**src/rtl/gray_decode_monitor_if.sv**
```systemverilog
// Bus between a Gray-count source and gray_decode_monitor.
// Optional sticky-error signals exist only when GRAY_DEC_STICKY_ERR_EN is defined.
interface gray_decode_monitor_if #(
    parameter int N     = 4,
    parameter int ERR_W = 8
);
    logic             sample_en;
    logic [N-1:0]     gray_in;
    logic [N-1:0]     bin_out;
    logic             bin_valid;
    logic             dir_up;
    logic             wrap_pulse;
    logic             step_err;
    logic [ERR_W-1:0] err_count;
`ifdef GRAY_DEC_STICKY_ERR_EN
    logic             err_clr;
    logic             err_sticky;

    modport master (
        output sample_en, gray_in, err_clr,
        input  bin_out, bin_valid, dir_up, wrap_pulse, step_err, err_count, err_sticky
    );
    modport slave (
        input  sample_en, gray_in, err_clr,
        output bin_out, bin_valid, dir_up, wrap_pulse, step_err, err_count, err_sticky
    );
`else
    modport master (
        output sample_en, gray_in,
        input  bin_out, bin_valid, dir_up, wrap_pulse, step_err, err_count
    );
    modport slave (
        input  sample_en, gray_in,
        output bin_out, bin_valid, dir_up, wrap_pulse, step_err, err_count
    );
`endif
endinterface

```
**src/rtl/gray_decode_monitor.sv**
```systemverilog
// Samples a Gray count, decodes it over two stages and checks each value is a legal +/-1 step.
// Optional feature macro: GRAY_DEC_STICKY_ERR_EN (adds err_clr / err_sticky).
module gray_decode_monitor #(
    parameter int N     = 4,
    parameter int ERR_W = 8
) (
    input logic                 clk,
    input logic                 rst,
    gray_decode_monitor_if.slave bus
);

    typedef enum logic [1:0] {
        INIT   = 2'd0,
        TRACK  = 2'd1,
        RESYNC = 2'd2
    } state_t;

    state_t           state;
    logic [N-1:0]     g_q;
    logic             v_q;
    logic [N-1:0]     bin_q;
    logic             valid_q;
    logic             dir_q;
    logic             wrap_q;
    logic             err_q;
    logic [ERR_W-1:0] cnt_q;
    logic [N-1:0]     bin_d;
    logic [N-1:0]     delta;
    logic             step_up;
    logic             step_dn;
    logic             step_zero;
    logic [ERR_W-1:0] cnt_inc;

    // Running XOR from the MSB down; a scalar accumulator avoids a self-referencing vector.
    always_comb begin
        logic acc;
        acc   = 1'b0;
        bin_d = '0;
        for (int i = N - 1; i >= 0; i--) begin
            acc      = acc ^ g_q[i];
            bin_d[i] = acc;
        end
    end

    // bin_q always holds the previous decoded sample, so it doubles as the step reference.
    assign delta     = bin_d - bin_q;
    assign step_zero = (delta == '0);
    assign step_up   = (delta == N'(1));
    assign step_dn   = (delta == '1);
    assign cnt_inc   = (cnt_q == '1) ? cnt_q : cnt_q + ERR_W'(1);

`ifdef GRAY_DEC_STICKY_ERR_EN
    logic sticky_q;
`endif

    // NOTE: all state updates use non-blocking assignments so every register samples pre-edge values.
    always_ff @(posedge clk) begin
        if (rst) begin
            state   <= INIT;
            g_q     <= '0;
            v_q     <= 1'b0;
            bin_q   <= '0;
            valid_q <= 1'b0;
            dir_q   <= 1'b0;
            wrap_q  <= 1'b0;
            err_q   <= 1'b0;
            cnt_q   <= '0;
`ifdef GRAY_DEC_STICKY_ERR_EN
            sticky_q <= 1'b0;
`endif
        end else begin
            v_q     <= bus.sample_en;
            valid_q <= v_q;
            wrap_q  <= 1'b0;
            err_q   <= 1'b0;
            if (bus.sample_en) begin
                g_q <= bus.gray_in;
            end
`ifdef GRAY_DEC_STICKY_ERR_EN
            if (bus.err_clr) begin
                cnt_q    <= '0;
                sticky_q <= 1'b0;
            end
`endif
            if (v_q) begin
                bin_q <= bin_d;
                case (state)
                    INIT, RESYNC: state <= TRACK;
                    TRACK: begin
                        if (step_up) begin
                            dir_q  <= 1'b1;
                            wrap_q <= (bin_q == '1);
                        end else if (step_dn) begin
                            dir_q  <= 1'b0;
                            wrap_q <= (bin_q == '0);
                        end else if (!step_zero) begin
                            err_q <= 1'b1;
                            state <= RESYNC;
`ifdef GRAY_DEC_STICKY_ERR_EN
                            // A simultaneous clear loses to the new error.
                            sticky_q <= 1'b1;
                            cnt_q    <= bus.err_clr ? ERR_W'(1) : cnt_inc;
`else
                            cnt_q <= cnt_inc;
`endif
                        end
                    end
                    default: state <= INIT;
                endcase
            end
        end
    end

    assign bus.bin_out    = bin_q;
    assign bus.bin_valid  = valid_q;
    assign bus.dir_up     = dir_q;
    assign bus.wrap_pulse = wrap_q;
    assign bus.step_err   = err_q;
    assign bus.err_count  = cnt_q;
`ifdef GRAY_DEC_STICKY_ERR_EN
    assign bus.err_sticky = sticky_q;
`endif

endmodule

```
**src/flat_wrapper.sv**
```systemverilog
// flat-port wrapper written by rule: the top's interface ports become plain ports
module gray_decode_monitor_flat 
#(
    parameter int N     = 4,
    parameter int ERR_W = 8
)
  (clk, rst, bus_sample_en, bus_gray_in, bus_bin_out, bus_bin_valid, bus_dir_up, bus_wrap_pulse, bus_step_err, bus_err_count);
  gray_decode_monitor_if #(.N(N), .ERR_W(ERR_W)) bus_i ();
  input logic clk;
  input logic rst;
  input wire logic [$bits(bus_i.sample_en)-1:0] bus_sample_en;
  input wire logic [$bits(bus_i.gray_in)-1:0] bus_gray_in;
  output wire logic [$bits(bus_i.bin_out)-1:0] bus_bin_out;
  output wire logic [$bits(bus_i.bin_valid)-1:0] bus_bin_valid;
  output wire logic [$bits(bus_i.dir_up)-1:0] bus_dir_up;
  output wire logic [$bits(bus_i.wrap_pulse)-1:0] bus_wrap_pulse;
  output wire logic [$bits(bus_i.step_err)-1:0] bus_step_err;
  output wire logic [$bits(bus_i.err_count)-1:0] bus_err_count;
  assign bus_i.sample_en = bus_sample_en;
  assign bus_i.gray_in = bus_gray_in;
  assign bus_bin_out = bus_i.bin_out;
  assign bus_bin_valid = bus_i.bin_valid;
  assign bus_dir_up = bus_i.dir_up;
  assign bus_wrap_pulse = bus_i.wrap_pulse;
  assign bus_step_err = bus_i.step_err;
  assign bus_err_count = bus_i.err_count;
  gray_decode_monitor #(.N(N), .ERR_W(ERR_W)) u_core (.clk(clk), .rst(rst), .bus(bus_i));
endmodule
```
**config.mk**
```make
export PLATFORM = sky130hd
export DESIGN_NAME = gray_decode_monitor_flat
export DESIGN_NICKNAME = d
export VERILOG_FILES = /design/src/rtl/gray_decode_monitor_if.sv /design/src/rtl/gray_decode_monitor.sv /design/src/flat_wrapper.sv
export SDC_FILE = /design/constraint.sdc
export NUM_CORES = 1
export LEC_CHECK = 0
export CORE_UTILIZATION = 54
export DETAILED_ROUTE_END_ITERATION = 7
export GPL_TIMING_DRIVEN = 0
export HOLD_SLACK_MARGIN = 0.05
export PLACE_DENSITY_LB_ADDON = 0.12
export SETUP_SLACK_MARGIN = 0.1
export SYNTH_ARGS = -nofsm -noshare
export SYNTH_HDL_FRONTEND = slang
export SYNTH_SLANG_ARGS = --single-unit
```
**constraint.sdc**
```tcl
create_clock -name clk -period 5.25 [get_ports clk]
set_input_delay 1.575 -clock clk [delete_from_list [all_inputs] [get_ports clk]]
set_output_delay 1.575 -clock clk [all_outputs]
set_load 0.02 [all_outputs]
```
# After elaboration in Yosys (flattened, before gate mapping)

Index checks and enable logic that the tools add are counted.
W data, S select, Z words.

Word-level logic and storage cells: 48
Output and inout bits: 16
Register bits: 23
Input bits: 7

Reductions and logical operators: 10
Add/sub/neg operators: 2
Multiplexer cells: 9
Bitwise gates (word level): 9
Eq/ne operators: 9

Operator list:

| cell                  | count |
|---|---|
| $add A8 B1 Y8 const B | 1 |
| $eq A4 B4 Y1 const B  | 2 |
| $eq A8 B8 Y1 const B  | 1 |
| $logic_not A4 Y1      | 2 |
| $mux W2               | 3 |
| $ne A2 B2 Y1 const B  | 3 |
| $not A1 Y1            | 6 |
| $reduce_and A6 Y1     | 1 |
| $mux W1               | 5 |
| $reduce_or A5 Y1      | 1 |
| $eq A4 B1 Y1 const B  | 1 |
| $pmux W2 S2           | 1 |
| $reduce_and A4 Y1     | 1 |
| $sub A4 B4 Y4         | 1 |
| $reduce_and A3 Y1     | 1 |
| $reduce_or A3 Y1      | 1 |
| $xor A1 B1 Y1         | 3 |
| $eq A2 B1 Y1 const B  | 1 |
| $eq A2 B2 Y1 const B  | 1 |
| $logic_not A2 Y1      | 1 |
| $reduce_bool A2 Y1    | 1 |
| $reduce_or A2 Y1      | 1 |

# Depth between registers and ports, before layout

Gate-level depths: netlist of the first run.

Depth in word-level cells: 9
Gate-level depth with buffers: 12
Depth with buffers taken out: 11

# Worst setup path after synthesis of the first run

Ideal clock, no wire load.

Path type: reg2reg
Start point: register u_core.g_q[3]
End point: register u_core.cnt_q[5] (netlist: u_core.bus.err_count[5])
Library setup time: 123 ps
Cell stages (with the launch flop): 13
Data required time: 5,127 ps
Clock period less this slack: 3,089 ps
Path buffers: 1
Arrival: 2,966 ps
Slack: 2,161 ps
Path through: dfxtp_1 buf_6 xnor2_1 xnor2_1 xnor2_1 ha_1 inv_1 fa_1 xor2_1 and3b_1 mux2_4 nor4_2 mux2_1

Cells in the longest elaborated chain, start to end: 7
Elaborated cells on any way between the ends: 11
Classes of those cells: 1 x add/sub; 2 x eq/ne; 6 x bitwise; 2 x reduce/logical

Ends and longest elaborated chain:

| item                                 | RTL line                   | RTL |
|---|---|---|
| start, declared                      | gray_decode_monitor.sv:19  | `logic [N-1:0] g_q;` |
| start signal, assigned               | gray_decode_monitor.sv:77  | `g_q <= bus.gray_in;` |
| $xor A1 B1 Y1 * (2 in a row)         | gray_decode_monitor.sv:40  | `acc = acc ^ g_q[i];` |
| named net u_core.bin_d[1]            | gray_decode_monitor.sv:27  | `logic [N-1:0] bin_d;` |
| $xor A1 B1 Y1                        | gray_decode_monitor.sv:40  |  |
| $sub A4 B4 Y4 *                      | gray_decode_monitor.sv:46  | `assign delta = bin_d - bin_q;` |
| $eq A4 B1 Y1 (tied with other cells) | gray_decode_monitor.sv:48  | `assign step_up = (delta == N'(1));` |
| $not A1 Y1 (no source line)          | n/a                        |  |
| $reduce_and A6 Y1 (no source line) * | n/a                        |  |
| end signal, assigned                 | gray_decode_monitor.sv:104 | `cnt_q <= cnt_inc;` |
| end, declared                        | gray_decode_monitor.sv:26  | `logic [ERR_W-1:0] cnt_q;` |

Mark *: on every way through the listed nets, which the timed path passes. The rest lies on a longest branch.
A chain may end at the register's enable or synchronous reset.

# Final worst setup path of the first run

Ends and elaborated chain as after synthesis.

==> results.md, run 1 <==
* Hold_buf cts at 0
* Min Tclk post-route at 3.39 ns
* Reg2reg end: u_core.bus.err_count[5]$_SDFFE_PP0P_
* CP max stage cell: xnor2_1
* Relative slew margins at 0.582
* CP max FO at 7
* Number of I/O port buffers at 20
* Crit path DAT at 3.61 ns
* H-tree levels at 1
* Synth Net Count at 144
* Top delay family on crit path: XOR/XNOR gates
* Largest net degree at the start of global routing at 15
* Synthesis-to-layout area growth at 22.5%
* DRC at 0
* Period utilisation layout at 0.646
* Hold EP: u_core.bus.dir_up$_SDFFE_PP0P_
* Initial Utilization at 0.586
* TritonCTS clock tree: built
* CP Capture Type: flop
* Worst Path Buf+Inv at 2
* Cells after DPL at 179
* Row Count at 16
* Die Y at 48.6 um
* Initial antenna violation count at 0
* Hold Crit Start: u_core.bus.dir_up$_SDFFE_PP0P_
* Mean post-synth cell area at 8.89 um2
* Seq/Total Area, Yosys at 0.392
* Syn Inst Count at 132
* CTS clk-pin slew, worst paths at 0.13 ns
* Reg-to-Reg Start: u_core.g_q[3]$_SDFFE_PP0P_
* Sequential share of power at 0.510
* Cells along the critical path: buf_6 -> xnor2_1 -> xnor2_1 -> xnor2_1 -> ha_1 -> inv_1 -> fa_1 -> xor2_1 -> and3b_1 -> mux2_4 -> nor4_2 -> mux2_1
* Final setup vio count at 0
* IO Count at 23
* Worst setup SP type: flop
* Least-Margin Pin Slew at 0.620 ns
* P_sw at 0.114 mW
* Pleak at 0.524 nW
* Layout net count at 169
* DRT antenna net count at 0
* Via count at 970
* Clock Latency Late Sink at 0.31 ns
* Fmax at 295 MHz
* First-pass GRT wire length at 3960 um
* Warnings from Yosys at 0
* Core Area at 0.00200 mm2
* CTS root buffer: clkbuf_4
* Die X at 48.6 um
* Fraction of layout cells with a size suffix above 1 at 0.0769
* Worst Path Required at 5.46 ns
* Vias in the first global route at 929
* Post-CTS sizing at 0
* Kind of critical path: reg2reg
* Most frequent cells in the layout: dfxtp_1 (23), nor2_1 (22), clkdlybuf4s50_1 (20)
* Most common cell on crit path: xnor2_1
* CTS Buf Count at 3
* Non-filler instance count after layout at 183
* Netlist cell types at 33
* CP max stage delay at 0.42 ns
* # Post-CTS Setup Buffers at 0
* Synthesized flop and latch total at 23
* Power Dens Cells at 254 mW/mm2
* Post-DP HPWL at 1680 um
* Number of vias per cell at 5.30
* RSZ-0062 raised after global routing: false
* Worst hold path depth at 2
* Total Wirelength at 2230 um
* R2R cell count at 12
* Iter 0 DRT Violations at 23
* Status: complete, no violations
* Most common cell after layout, fill and taps aside: dfxtp_1
* All-Layer GR Usage at 0.214
* Maximum vdd drop at 195 uV
* Drt first pass iters at 4
* Reg-to-reg slack, setup at 1.86 ns
* Routability cong. at 0.833
* Setup_tns at 0 ns
* Die Area at 0.00236 mm2
* Final hold violations at 0
* CTS Sinks at 23
* GRT overflow at 0
* Internal cell power at 0.251 mW
* Switching part of the total at 0.313
* Pins Over Slew Limit at 0
* Comb pwr share at 0.260
* Syn Std Cell Area at 0.00117 mm2
* Clock Power Share at 0.230
* Hold crit path type: reg2reg
* Total of max-cap violations at 0
* # diodes at 0
* Average wire per standard cell at 12.2 um
* Clock Path Buffers at 2
* Max Clock Skew at 0.00401 ns
## power by group through the flow
| stage | Sequential [mW] | Clock (mW) | Combinational, mW |
|---|---|---|---|
| 3_5_place_dp | 0.190 | 0 | 0.0945 |
| 2_1_floorplan | 0.193 | 0 | 0.0673 |
| 5_1_grt | 0.187 | 0.0921 | 0.106 |
| 4_1_cts | 0.186 | 0.0865 | 0.0950 |
| 3_3_place_gp | 0.190 | 0 | 0.0908 |
| 6_report | 0.186 | 0.0840 | 0.0950 |
## through the flow
stage               hold WS [ns]  cell area (um2)  setup WS (ns)   util  power [mW]
floorplan                  0.464             1170           2.16      -       0.260
global placement           0.458             1410           1.96  0.703       0.280
detailed placement         0.472             1410           1.87  0.703       0.284
CTS                        0.491             1440           1.85  0.718       0.368
global route               0.538             1440           1.63  0.718       0.386
finish                     0.486             1440           1.86  0.718       0.365
## state kept, by name (all words and copies together) (netlist names)
signal	count
u_core.g_q	4
u_core.bus.err_count	8
u_core.bus.dir_up	1
u_core.bus.bin_out	4
u_core.v_q	1
u_core.state	2
u_core.bus.step_err	1
u_core.bus.bin_valid	1
u_core.bus.wrap_pulse	1
## logic make-up after synthesis
logic type	Yosys count	synth area share
flops	23	0.392
xor+xnor	7	0.0586
fa+ha+maj	5	0.0597
mux	14	0.129
simple gates	57	0.243
buf+inv	13	0.0480
compound gates	13	0.0693
## cell type report
class,count,area (um2)
well taps,27,33.8
clock buffers,3,22.5
multi-input cells,96,657
inverters,7,26.3
plain buffers,6,30.0
fillers,171,564
clock inverters,1,7.51
flip-flops and latches,23,460
repair buffers,20,200
## layer usage
layer | GRT usage | share of wire | vias to the layer above
li1 | - | - | 502
met1 | 0.276 | 0.50 | 441
met2 | 0.356 | 0.45 | 25
met3 | 0.0377 | 0.043 | 2
met4 | 0.0735 | 0.0094 | 0
met5 | 0 | 0 | -
## worst max path at each step
| stage | startpoint | endpoint | cells past startpoint |
|---|---|---|---|
| detailed placement | u_core.g_q[3]$_SDFFE_PP0P_ | u_core.bus.err_count[5]$_SDFFE_PP0P_ | 12 |
| finish | u_core.g_q[3]$_SDFFE_PP0P_ | u_core.bus.err_count[5]$_SDFFE_PP0P_ | 12 |
| CTS | u_core.g_q[3]$_SDFFE_PP0P_ | u_core.bus.err_count[5]$_SDFFE_PP0P_ | 12 |
| global route | u_core.g_q[3]$_SDFFE_PP0P_ | u_core.bus.err_count[5]$_SDFFE_PP0P_ | 12 |
| floorplan | u_core.g_q[3]$_SDFFE_PP0P_ | u_core.bus.err_count[5]$_SDFFE_PP0P_ | 12 |
| global placement | u_core.g_q[3]$_SDFFE_PP0P_ | u_core.bus.err_count[5]$_SDFFE_PP0P_ | 12 |
## synthesized netlist by cell type
cell type | number | area, um2
dfxtp_1 | 23 | 460
nor2_1 | 22 | 82.6
mux2i_1 | 8 | 80.1
nand2_1 | 8 | 30.0
inv_1 | 7 | 26.3
nor2b_1 | 6 | 37.5
a21oi_1 | 5 | 25.0
clkbuf_1 | 4 | 15.0
ha_1 | 4 | 50.1
mux2_2 | 4 | 45.0
nand3_1 | 4 | 20.0
nor3_1 | 4 | 20.0
nor4_1 | 4 | 25.0
xnor2_1 | 4 | 35.0
a211oi_1 | 3 | 22.5
nand2b_1 | 3 | 18.8
o21ai_0 | 2 | 10.0
xor2_1 | 2 | 17.5
a311oi_1 | 1 | 8.76
a31oi_1 | 1 | 6.26
a41oi_1 | 1 | 8.76
and3b_1 | 1 | 8.76
and4_1 | 1 | 8.76
buf_1 | 1 | 3.75
buf_6 | 1 | 11.3
fa_1 | 1 | 20.0
mux2_1 | 1 | 11.3
mux2_4 | 1 | 15.0
nand3b_1 | 1 | 7.51
nand4_1 | 1 | 6.26
nor3b_1 | 1 | 7.51
nor4_2 | 1 | 12.5
xnor2_2 | 1 | 16.3
## worst min-delay path: stages (launching register included)
cell,delay [ns]
dfxtp_1,0.34
nand2_1,0.06
a21oi_1,0.06
Power figures use the tool's default switching activity.
==> run 2: changes to the inputs <==
- CORE_UTILIZATION: 54 -> 50
- clock period: 5.25 -> 3.5 ns (I/O delays scaled with it)
==> results.md, run 2 (same netlist as run 1, synthesis figures left out) <==
* Status: complete, no violations
* Pins Over Slew Limit at 0 (unchanged)
* Clock Latency Late Sink at 0.31 ns (about the same)
* Largest net degree at the start of global routing at 13 (-2)
* CP max FO at 7 (unchanged)
* CTS root buffer: clkbuf_4
* Reg-to-Reg Start: u_core.g_q[3]$_SDFFE_PP0P_
* DRT antenna net count at 0 (unchanged)
* Min Tclk post-route at 3.20 ns (-0.189 ns)
* R2R cell count at 12 (unchanged)
* Final hold violations at 0 (unchanged)
* Initial Utilization at 0.531 (-0.0557)
* CTS Buf Count at 3 (unchanged)
* Fraction of layout cells with a size suffix above 1 at 0.0833 (+0.00641)
* Die X at 50.5 um (+3.8%)
* Hold Crit Start: u_core.bus.dir_up$_SDFFE_PP0P_
* DRC at 0 (unchanged)
* Setup_tns at 0 ns (unchanged)
* Worst hold path depth at 2 (unchanged)
* Hold crit path type: reg2reg
* Total Wirelength at 2190 um (-1.7%)
* Relative slew margins at 0.592 (+0.00944)
* Routability cong. at 0.807 (-3.2%)
* Most common cell after layout, fill and taps aside: dfxtp_1
* CTS Sinks at 23 (unchanged)
* Average wire per standard cell at 11.9 um (-2.3%)
* Kind of critical path: reg2reg
* Period utilisation layout at 0.915 (+0.269)
* Power Dens Cells at 378 mW/mm2 (+49%)
* Hold EP: u_core.bus.dir_up$_SDFFE_PP0P_
* Post-layout util at 0.656 (-0.0626)
* Fmax at 312 MHz (+5.9%)
* Final setup vio count at 0 (unchanged)
* GRT overflow at 0 (unchanged)
* Die Y at 50.5 um (+3.8%)
* CTS clk-pin slew, worst paths at 0.13 ns (about the same)
* Max Clock Skew at 0.00733 ns (+0.00332 ns)
* # Post-CTS Setup Buffers at 0 (unchanged)
* Initial antenna violation count at 0 (unchanged)
* Most frequent cells in the layout: dfxtp_1 (23), nor2_1 (22), clkdlybuf4s50_1 (20)
* CP Capture Type: flop
* Iter 0 DRT Violations at 5 (-78%)
* Pleak at 0.535 nW (+2.0%)
* Hold_buf cts at 0 (unchanged)
* IO Count at 23 (unchanged)
* Cells after DPL at 180 (+0.56%)
* Non-filler instance count after layout at 184 (+0.55%)
* Maximum vdd drop at 263 uV (+35%)
* Vias in the first global route at 882 (-5.1%)
* Total of max-cap violations at 0 (unchanged)
* H-tree levels at 1 (unchanged)
* Post-DP HPWL at 1680 um (about the same)
* Final hold slack at 0.484 ns (-0.00140 ns)
* Crit path DAT at 3.42 ns (-0.19 ns)
* Reg2reg end: u_core.bus.err_count[5]$_SDFFE_PP0P_
* Number of I/O port buffers at 20 (unchanged)
* Max reg flops at 8 (unchanged)
* Reg-to-reg slack, setup at 0.30 ns (-1.56 ns)
* Clock Path Buffers at 2 (unchanged)
* Worst setup SP type: flop
* Least-Margin Pin Slew at 0.606 ns (-0.0140 ns)
* RSZ-0062 raised after global routing: false
* Drt first pass iters at 4 (unchanged)
* All-Layer GR Usage at 0.196 (-0.0179)
* Row Count at 17 (+1)
* Worst Path Required at 3.72 ns (-1.74 ns)
* TritonCTS clock tree: built
* Pwr Total at 0.548 mW (+50%)
* Die Area at 0.00255 mm2 (+7.7%)
* # diodes at 0 (unchanged)
* Via count at 969 (-0.10%)
* Number of vias per cell at 5.27 (-0.65%)
* Layout net count at 169 (unchanged)
* Fill cells at 198 (+16%)
* Core Area at 0.00221 mm2 (+10%)
* First-pass GRT wire length at 3730 um (-5.9%)
* Synthesis-to-layout area growth at 23.6%
==> run 2: cell count changes in the layout (fill, tap and decap cells not counted) <==
| cell | change |
|---|---|
| xnor2_2 | +2 |
| clkinvlp_4 | -1 |
| xnor2_1 | -2 |
| clkbuf_1 | +1 |
==> run 2: worst max-delay path by stage <==
stage / slack (ns) / cells after the start / to / from
after global routing: 0.10 / 12 / u_core.bus.err_count[5]$_SDFFE_PP0P_ / u_core.g_q[3]$_SDFFE_PP0P_
after CTS: 0.13 / 12 / u_core.bus.err_count[5]$_SDFFE_PP0P_ / u_core.g_q[3]$_SDFFE_PP0P_
after detailed placement: 0.11 / 12 / u_core.bus.err_count[5]$_SDFFE_PP0P_ / u_core.g_q[3]$_SDFFE_PP0P_
after global placement: 0.18 / 12 / u_core.bus.err_count[5]$_SDFFE_PP0P_ / u_core.g_q[3]$_SDFFE_PP0P_
after floorplan: 0.41 / 12 / u_core.bus.err_count[5]$_SDFFE_PP0P_ / u_core.g_q[3]$_SDFFE_PP0P_
final: 0.30 / 12 / u_core.bus.err_count[5]$_SDFFE_PP0P_ / u_core.g_q[3]$_SDFFE_PP0P_
==> run 2: critical path: stages (launching register included) <==
cell     delay, ns
dfxtp_1       0.33
buf_6         0.13
xnor2_2       0.25
xnor2_2       0.21
xnor2_1       0.20
ha_1          0.20
inv_1         0.05
fa_1          0.37
xor2_1        0.19
and3b_1       0.24
mux2_4        0.33
nor4_2        0.29
mux2_1        0.34
==> run 2: final cells by class <==
cell class / instances / area, um2 / share of cell area
clock buffers: 4 / 26.3 / 0.0181
inverters: 7 / 26.3 / 0.0181
flip-flops and latches: 23 / 460 / 0.318
plain buffers: 6 / 30.0 / 0.0207
well taps: 28 / 35.0 / 0.0242
multi-input cells: 96 / 672 / 0.463
repair buffers: 20 / 200 / 0.138
==> run 2: metal layers <==
layer | global-route usage | part of all wire
met1 | 0.258 | 0.49
met2 | 0.318 | 0.47
met3 | 0.0364 | 0.025
met4 | 0.0694 | 0.013
met5 | 0 | 0
==> run 2: metrics by stage <==
stage / instance area, um2 / setup slack, ns
3_5_place_dp: 1410 / 0.109
5_1_grt: 1450 / 0.103
3_3_place_gp: 1410 / 0.181
6_report: 1450 / 0.296
4_1_cts: 1440 / 0.133
2_1_floorplan: 1170 / 0.411
==> run 2: timing repair <==
| item | CTS | global route |
|---|---|---|
| hold endpoints to repair | 0 | 0 |
| endpoints found under the setup margin | 1 | 5 |
| resized for setup | 1 | 1 |
| cloned | 0 | 0 |
==> run 2: where the power goes <==
part / switching, mW / internal, mW
clock network: 0.0813 / 0.0446
logic: 0.0791 / 0.0634
registers: 0.00845 / 0.271
